**src/rtl/next_pc_logic.sv**
```systemverilog
// Next-PC selector: chooses PC+INCR or the PC-relative branch target, and
// keeps a registered copy of the chosen address for the datapath and debug.
module next_pc_logic #(
    parameter int                WIDTH    = 64,
    parameter int                INCR     = 4,
    parameter logic [WIDTH-1:0]  RESET_PC = '0
) (
    input  logic             CLK,
    input  logic             Reset,
    input  logic [WIDTH-1:0] CurrentPC,
    input  logic [WIDTH-1:0] SignExtImm64,
    input  logic             Branch,
    input  logic             ALUZero,
    input  logic             Uncondbranch,
    output logic [WIDTH-1:0] NextPC,
    output logic             BranchTaken,
    output logic             Misaligned,
    output logic [WIDTH-1:0] PCReg
);

    localparam logic [WIDTH-1:0] INCR_W = WIDTH'(INCR);

    logic             takenSel;
    logic [WIDTH-1:0] seqTarget;
    logic [WIDTH-1:0] branchTarget;

    // Offset arrives already in bytes; both sums wrap modulo 2^WIDTH.
    always_comb begin
        takenSel     = Uncondbranch | (Branch & ALUZero);
        seqTarget    = CurrentPC + INCR_W;
        branchTarget = CurrentPC + SignExtImm64;
    end

    always_comb begin
        NextPC      = takenSel ? branchTarget : seqTarget;
        BranchTaken = takenSel;
        Misaligned  = |NextPC[1:0];
    end

    always_ff @(posedge CLK) begin
        if (Reset) begin
            PCReg <= RESET_PC;
        end else begin
            PCReg <= NextPC;
        end
    end

endmodule

```
**config.mk**
```make
export PLATFORM = sky130hd
export DESIGN_NAME = next_pc_logic
export DESIGN_NICKNAME = d
export VERILOG_FILES = /design/src/rtl/next_pc_logic.sv
export SDC_FILE = /design/constraint.sdc
export NUM_CORES = 1
export LEC_CHECK = 0
export ABC_CLOCK_PERIOD_IN_PS = 7800
export BUFFER_PORTS_ARGS = -buffer_cell sky130_fd_sc_hd__buf_2
export CORE_UTILIZATION = 31
export DETAILED_ROUTE_END_ITERATION = 12
export GPL_TIMING_DRIVEN = 0
export HOLD_SLACK_MARGIN = 0.03
export PLACE_DENSITY_LB_ADDON = 0.1
export SYNTH_ARGS = -nofsm -noshare
export SYNTH_HDL_FRONTEND = slang
export SYNTH_SLANG_ARGS = --single-unit
```
**constraint.sdc**
```tcl
create_clock -name CLK -period 7.8 [get_ports CLK]
set_input_delay 0.78 -clock CLK [delete_from_list [all_inputs] [get_ports CLK]]
set_output_delay 0.78 -clock CLK [all_outputs]
set_load 0.03 [all_outputs]
```
**Yosys cells after proc, flatten, opt, wreduce, memory -nomap -nowiden**

Cells that the tools add are included.

- Bitwise logic cells: 2
- Reduce and logical (&&, ||, !) cells: 1
- Add/subtract/negate cells: 2
- Muxes and demuxes: 1

Operators with widths:

| kind | number |
|---|---|
| $add 64x3->64 const B | 1 |
| $add 64x64->64 | 1 |
| $mux 64 | 1 |
| $reduce_or 2->1 | 1 |
| $and 1x1->1 | 1 |
| $or 1x1->1 | 1 |

- Logic and storage cells: 7
- Input port bits: 133
- Output and inout bits: 130
- Flip-flop bits (word level): 64

**Longest topological paths before layout**

Gate-level depths: netlist of run 1.

- Word-level depth: 4
- Mapped depth: 12
- Depth with buffers taken out: 12

**Worst setup path before layout of run 1**

No wires, ideal clock.

- Kind: in2out
- From: in CurrentPC[0]
- To: out NextPC[30]
- Required time: 7.020 ns
- Slack: 3.482 ns
- Stages on the path: 12
- Arrival time: 3.538 ns
- Buffers on the path: 0
- Path through: ha_1 -> fa_1 -> a21o_1 -> a211oi_1 -> nor3_2 -> o21ai_1 -> a211oi_1 -> o21ai_0 -> nand2_1 -> a21oi_1 -> nor2_1 -> a211oi_1

- Word-level cells in the longest chain between the ends: 2

RTL lines:

| what | RTL line | source |
|---|---|---|
| start: declaration | 10 | `input logic [WIDTH-1:0] CurrentPC,` |
| $add 64x3->64 / $add 64x64->64 (equally long branches) | 30, 31 |  |
| $mux 64 * | 35 | `NextPC = takenSel ? branchTarget : seqTarget;` |
| end: declaration | 15 | `output logic [WIDTH-1:0] NextPC,` |

Mark *: on every way between the ends. The rest lies on a longest branch, timed or not.

**Worst setup path in the final report of run 1**

- From: in CurrentPC[9]
- To: out NextPC[58]

Same word-level chain as after synthesis.

==> results of run 1 <==
-- logic make-up (layout without fill, tap and decap cells) --
kind of cell	count (synthesis)	after routing	synth area share, %
and+or+nand+nor	403	403	26.5
muxes	11	11	1.53
DFF	64	64	17.3
adders and majority gates	65	65	11.1
xor gates and xnor gates	113	113	13.3
buffers and inverters	78	356	4.08
AOI/OAI and AO/OA	307	307	26.3
-- through the flow --
step	utilization (%)	std cells	cell area (um^2)	hold slack, ps
2_1_floorplan	-	1041	7420	967
3_3_place_gp	38.9	1622	9130	1100
3_5_place_dp	38.9	1622	9130	1110
4_1_cts	40.1	1638	9410	739
5_1_grt	40.1	1638	9410	783
6_report	40.1	1638	9410	740
-- area by class of cell --
| cell class | instances | area, um^2 |
|---|---|---|
| inverters | 24 | 90.1 |
| well taps | 319 | 399 |
| multi-input cells | 899 | 5840 |
| clock buffers | 9 | 225 |
| flip-flops and latches | 64 | 1280 |
| repair buffers | 262 | 1310 |
| clock inverters | 7 | 55.1 |
| fillers | 2569 | 14100 |
| plain buffers | 54 | 213 |
-- power by group through the flow --
stage                     combinational (mW)  sequential [mW]  clock [mW]
after floorplan                        0.521            0.463           0
after global placement                 0.884            0.381           0
after detailed placement               0.881            0.381           0
after CTS                              0.886            0.374       0.424
after global routing                   0.961            0.378       0.439
final                                  0.885            0.374       0.417
-- metal layers --
layer  share of wire [%]  routed length, um
met5                   0                  0
met4                 2.7                836
met3                 5.5               1700
met2                  46              14100
met1                  46              14200
-- layout by cell type, fill, tap and decap left out, drive strengths merged, types with 3 or more instances in the layout --
cell and n:
and2 8, inv 26, clkinv 3, a21oi 131, nor3 15, o31a 4
ha 64, nor2b 47, nand4 35, o211ai 5, o31ai 9, xor2 56
and4 6, xnor2 57, nand2b 5, buf 275, a31oi 6, dfxtp 64
mux2 3, o21a 7, and3 12, or2 4, o21ai 53, nand2 106
or3 6, nor2 111, a21o 32, clkbuf 50, nand3 42, o21bai 23
a211oi 14, mux2i 8
-- worst min-delay path by stage --
stage	start	to	cells after the start
after floorplan	CurrentPC[0]	PCReg[0]	2
after global placement	CurrentPC[0]	PCReg[0]	3
after detailed placement	CurrentPC[0]	PCReg[0]	3
after CTS	CurrentPC[0]	PCReg[0]	3
after global routing	CurrentPC[0]	PCReg[0]	3
final	CurrentPC[0]	PCReg[0]	3
==> metrics.yaml, run 1 <==
synthFlopType: "dfxtp_1"
internal-power_uw: 873
path_delay_family: "compound AO/OA/AOI/OAI gates"
drv_cap: 0
cts_setup_buffers: 0
pin_count: 263
status: "finished, final reports clean"
synthTopCellsByCount: "130 x a21oi_1, 110 x nor2_1, 106 x nand2_1"
std_cell_rows: 56
drc_errors: 0
power_frac_seq_pct: 22.3
final_antenna_net_count: 0
cp_num_buf_inv: 2
synth_edf_count: 0
coreArea_um2: 23500
slew_headroom_pct: 30.7
yosysUniqueCellTypes: 66
crit_arrival_ps: 4070
clock_power_share_pct: 24.9
place_ws_ps: 2990
synth.most_common_cell: "a21oi_1"
crit_slowest_cell: "a211oi_1"
grt_use_met1_pct: 32.8
cts_hold_buf: 0
ir_drop_mv: 0.0847
crit_chain: "buf_2 -> ha_1 -> a21o_1 -> a21oi_1 -> o21ai_0 -> o21ai_1 -> a211oi_1 -> o211ai_1 -> o31a_1 -> o31ai_1 -> mux2i_1 -> nor2_1 -> buf_2"
min_period_ps: 4850
clk_path_buf_depth: 2
rsz0062_at_grt: "false"
via_count: 8588
slew_violations: 0
setup_viol_count_final: 0
grt_pass1_wl_um: 46200
antenna_found_initial: 0
worstSetupEndpoint: "NextPC[58]"
grt_util_all_layers_pct: 25.1
grt_max_degree: 14
crit_type: "input pin to output pin"
die_area_um2: 24600
ys_seq_area_share_pct: 17.3
synth.cell_area_um2: 7420
portBuffers: 262
swShare_pct: 47.9
worst_pin_slew_ps: 1030
synth_warnings: 0
power_density_nw_per_um2: 178
cts_inserted_buffers: 9
synth_top_area_cell: "dfxtp_1"
use_met2_pct: 41.4
antennaDiodeCount: 0
ys_top_cells_by_area: "dfxtp_1 17%, ha_1 11%, a21oi_1 8.8%"
wl_per_cell_um: 18.9
finalSetupTns_ps: 0
path_max_fanout: 6
syn2layout_area_growth_pct: 26.8
synth_area_per_cell_um2: 7.13
routabilityCongestion: 0.928
p_comb_share_pct: 52.8
start_util_pct: 31.6
crit_top_cell: "buf_2"
synthCells: 1041
cp.depth: 13
grt-ovfl-total: 0
reg_top3: "PCReg (64)"
finalCritPeriodShare_pct: 62.2
dp_hpwl_um: 25100
die_w_um: 157
largest_register_ffs: 64
crit_start: "CurrentPC[9]"
fin_ws_ps: 2950
clkTransAtPathRegs_ps: 70
h-tree-depth: 3
hold_viol_final: 0
grt_pass1_vias: 8205
layout.nets: 1512
p_leak_nw: 4.25
wl_um: 30900
grt_busiest_layer: "met2"
drtIter0Drc: 432
clkSinkCount: 64
cp-end-kind: "output pin"
start_kind: "input pin"
die_h_um: 157
required_ps: 7020
syn_nets: 1239
synth_seq_cells: 64
fmax_mhz: 206
use_met3_pct: 3.93
root_buffer: "clkbuf_16"
ys_async_sr_fraction_pct: 0
cts_resized: 0
synth_top_cell_area_share_pct: 17.3
holdCritPathClass: "input pin to register"
critPathMaxStageDelay_ps: 450
power_mw: 1.68
p_sw_uw: 803
cts_tree: "done"
drive_above_1_share_pct: 23.4
first_pass_iters: 4
viasPerCell: 5.24
largest_register: "PCReg"
Power figures use the tool's default switching activity.
==> run 2, diff against run 1 <==
--- a/config.mk
+++ b/config.mk
@@ -5,7 +5,8 @@
 export SDC_FILE = /design/constraint.sdc
 export NUM_CORES = 1
 export LEC_CHECK = 0
-export ABC_CLOCK_PERIOD_IN_PS = 7800
+export ABC_AREA = 1
+export ABC_CLOCK_PERIOD_IN_PS = 4800
 export BUFFER_PORTS_ARGS = -buffer_cell sky130_fd_sc_hd__buf_2
 export CORE_UTILIZATION = 31
 export DETAILED_ROUTE_END_ITERATION = 12
==> constraint.sdc (replaced) <==
create_clock -name CLK -period 4.8 [get_ports CLK]
set_input_delay 0.48 -clock CLK [delete_from_list [all_inputs] [get_ports CLK]]
set_output_delay 0.48 -clock CLK [all_outputs]
set_load 0.03 [all_outputs]
==> metrics.yaml, run 2 <==
grt-ovfl-total: 0  # unchanged
final_antenna_net_count: 0  # unchanged
start_util_pct: 31.8  # +0.18 points
grt_pass1_vias: 12300  # +50%
power_density_nw_per_um2: 235  # +32%
cts_inserted_buffers: 9  # unchanged
die_w_um: 183  # +17%
syn_nets: 2184  # +76%
routabilityCongestion: 0.989  # +6.5%
ys_seq_area_share_pct: 12.6  # -4.6 points
portBuffers: 261  # -0.38%
yosysUniqueCellTypes: 39  # -41%
synth.most_common_cell: "nand2_1"
stdcell_area_um2: 12300  # +30%
crit_arrival_ps: 3420  # -650 ps
holdCritPathClass: "input pin to register"
mostFrequentLayoutCell: "nand2_1"
slew_violations: 0  # unchanged
setup_viol_count_final: 0  # unchanged
fmax_mhz: 257
final_cell_mix: "809 x nand2_1, 377 x inv_1, 266 x buf_2, 186 x nor2_1, 131 x nand3_1"
grt_max_degree: 11  # -3
h-tree-depth: 3  # unchanged
drtIter0Drc: 1067  # +150%
crit_chain: "buf_2 -> ha_1 -> nand2_1 -> nor2_1 -> nand3_1 -> nand3_1 -> nand3_1 -> nand2_1 -> nand2_1 -> nand3_1 -> nand3_1 -> nand2_1 -> buf_2"
viasPerCell: 4.92  # -6.2%
fin_util_pct: 38.5  # -1.6 points
final-seq-area_um2: 1280  # unchanged
clkTransAtPathRegs_ps: 50  # -20 ps
synth_top_area_cell: "nand2_1"
cp_num_buf_inv: 2  # unchanged
finalSetupTns_ps: 0  # unchanged
finalCritPeriodShare_pct: 81.2
drv_cap: 0  # unchanged
worstHoldStart: "CurrentPC[63]"
largest_register_ffs: 64  # unchanged
dpl_cell_area_um2: 12000  # +31%
grt_util_all_layers_pct: 31.3  # +6.2 points
ir_drop_mv: 0.169  # +99%
required_ps: 4320  # -2700 ps
synthTopCellsByCount: "809 x nand2_1, 377 x inv_1, 186 x nor2_1"
multi_input_area_um2: 7330  # +26%
n_fill_cell: 3872  # +51%
synthCells: 1986  # +91%
crit_type: "input pin to output pin"
wl_per_cell_um: 19.5  # +3.3%
fin_ws_ps: 904  # -2040 ps
cts_tree: "done"
reg_top3: "PCReg (64)"
grt_busiest_layer: "met2"
drc_errors: 0  # unchanged
antenna_found_initial: 0  # unchanged
layout.nets: 2456  # +62%
path_max_fanout: 5  # -1
status: "finished, final reports clean"
synthFlopType: "dfxtp_1"
cts_hold_buf: 0  # unchanged
use_met3_pct: 1.97  # -2.0 points
ys_top_cells_by_area: "nand2_1 30%, inv_1 14%, dfxtp_1 13%"
drive_above_1_share_pct: 15.4  # -8.0 points
clk_path_buf_depth: 2  # unchanged
pin_count: 263  # unchanged
largest_register: "PCReg"
crit_start: "CurrentPC[8]"
coreArea_um2: 31900  # +36%
synth.cell_area_um2: 10100  # +37%
first_pass_iters: 5  # +1
grt_use_met1_pct: 44.1  # +11 points
rsz0062_at_grt: "false"
cts_resized: 0  # unchanged
ys_async_sr_fraction_pct: 0  # unchanged
hold_viol_final: 0  # unchanged
cts_setup_buffers: 0  # unchanged
antennaDiodeCount: 0  # unchanged
grt_pass1_wl_um: 75500  # +63%
critPathMaxStageDelay_ps: 500  # +50 ps
worst_pin_slew_ps: 970  # -60.5 ps
synth_warnings: 0  # unchanged
crit_slowest_cell: "nor2_1"
cp-end-kind: "output pin"
dp_hpwl_um: 46700  # +86%
wl_um: 52500  # +70%
syn2layout_area_growth_pct: 21.1
synth_top_cell_area_share_pct: 29.9  # +13 points
place_ws_ps: 1000  # -1980 ps
die_area_um2: 33400  # +36%
clkSinkCount: 64  # unchanged
crit_top_cell: "nand3_1"
std_cell_rows: 65  # +16%
slew_headroom_pct: 35.3  # +4.6 points
p_leak_nw: 7.33  # +72%
start_kind: "input pin"
die_h_um: 183  # +17%
root_buffer: "clkbuf_16"
synth_edf_count: 0  # unchanged
path_delay_family: "simple AND/OR/NAND/NOR gates"
synth_area_per_cell_um2: 5.11  # -28%
use_met2_pct: 51.4  # +10 points
synth_seq_cells: 64  # unchanged
min_period_ps: 3900
via_count: 13300  # +54%
[run 2: cell types whose count changed in the layout (fill, tap and decap cells not counted), sizes merged, moves of 14 or more]
cell,change
o21ai,-28
xnor2,-37
nand3,+92
o21bai,-21
nor2b,-47
xor2,-17
nor2,+92
a211oi,-14
clkbuf,-26
a21o,-32
a21oi,-26
inv,+360
nor3,+25
nand2,+713
[run 2: worst paths after layout]
| path | cells after the start | endpoint |
|---|---|---|
| setup / recovery | 13 | NextPC[42] |
| hold / removal | 4 | PCReg[63] |
[run 2: worst min-delay path, stage by stage]
cell and delay, ps:
buf_2 110, xor2_1 60, nand2_1 80, a21oi_2 50
[run 2: power by group]
part | internal (mW) | total, mW | switching (mW) | leakage (nW)
clock | 0.412 | 0.666 | 0.254 | 0.139
sequential | 0.589 | 0.605 | 0.0158 | 0.533
combinational | 0.436 | 1.61 | 1.18 | 6.66
total | 1.44 | 2.88 | 1.45 | 7.33
[run 2: kinds of logic after synthesis]
| logic type | count (synthesis) | synth area share, % |
|---|---|---|
| buf+inv | 406 | 15.1 |
| simple gates | 1254 | 51.9 |
| flops | 64 | 12.6 |
| xor+xnor | 59 | 5.10 |
| fa+ha+maj | 65 | 8.09 |
| compound gates | 138 | 7.17 |
[run 2: cell type report]
type	instances	share of cell area (%)
buffer	20	0.662
timing repair buffer	261	10.6
multi-input combinational	1516	59.7
inverter	386	11.8
clock inverter	3	0.346
tap	435	4.43
clock buffer	12	2.01
sequential	64	10.4
[run 2: layer usage]
layer,routed length [um],vias up
met5,0,-
met4,1160,0
met3,3090,54
met2,23400,453
met1,24800,6141
li1,-,6618
[run 2: metrics by stage]
step / instances / hold slack, ps / power (mW)
after floorplan: 1986 / 697 / 1.62
after global placement: 2682 / 846 / 2.20
after detailed placement: 2682 / 851 / 2.20
after CTS: 2697 / 476 / 2.87
after global routing: 2697 / 514 / 3.05
final: 2697 / 484 / 2.88
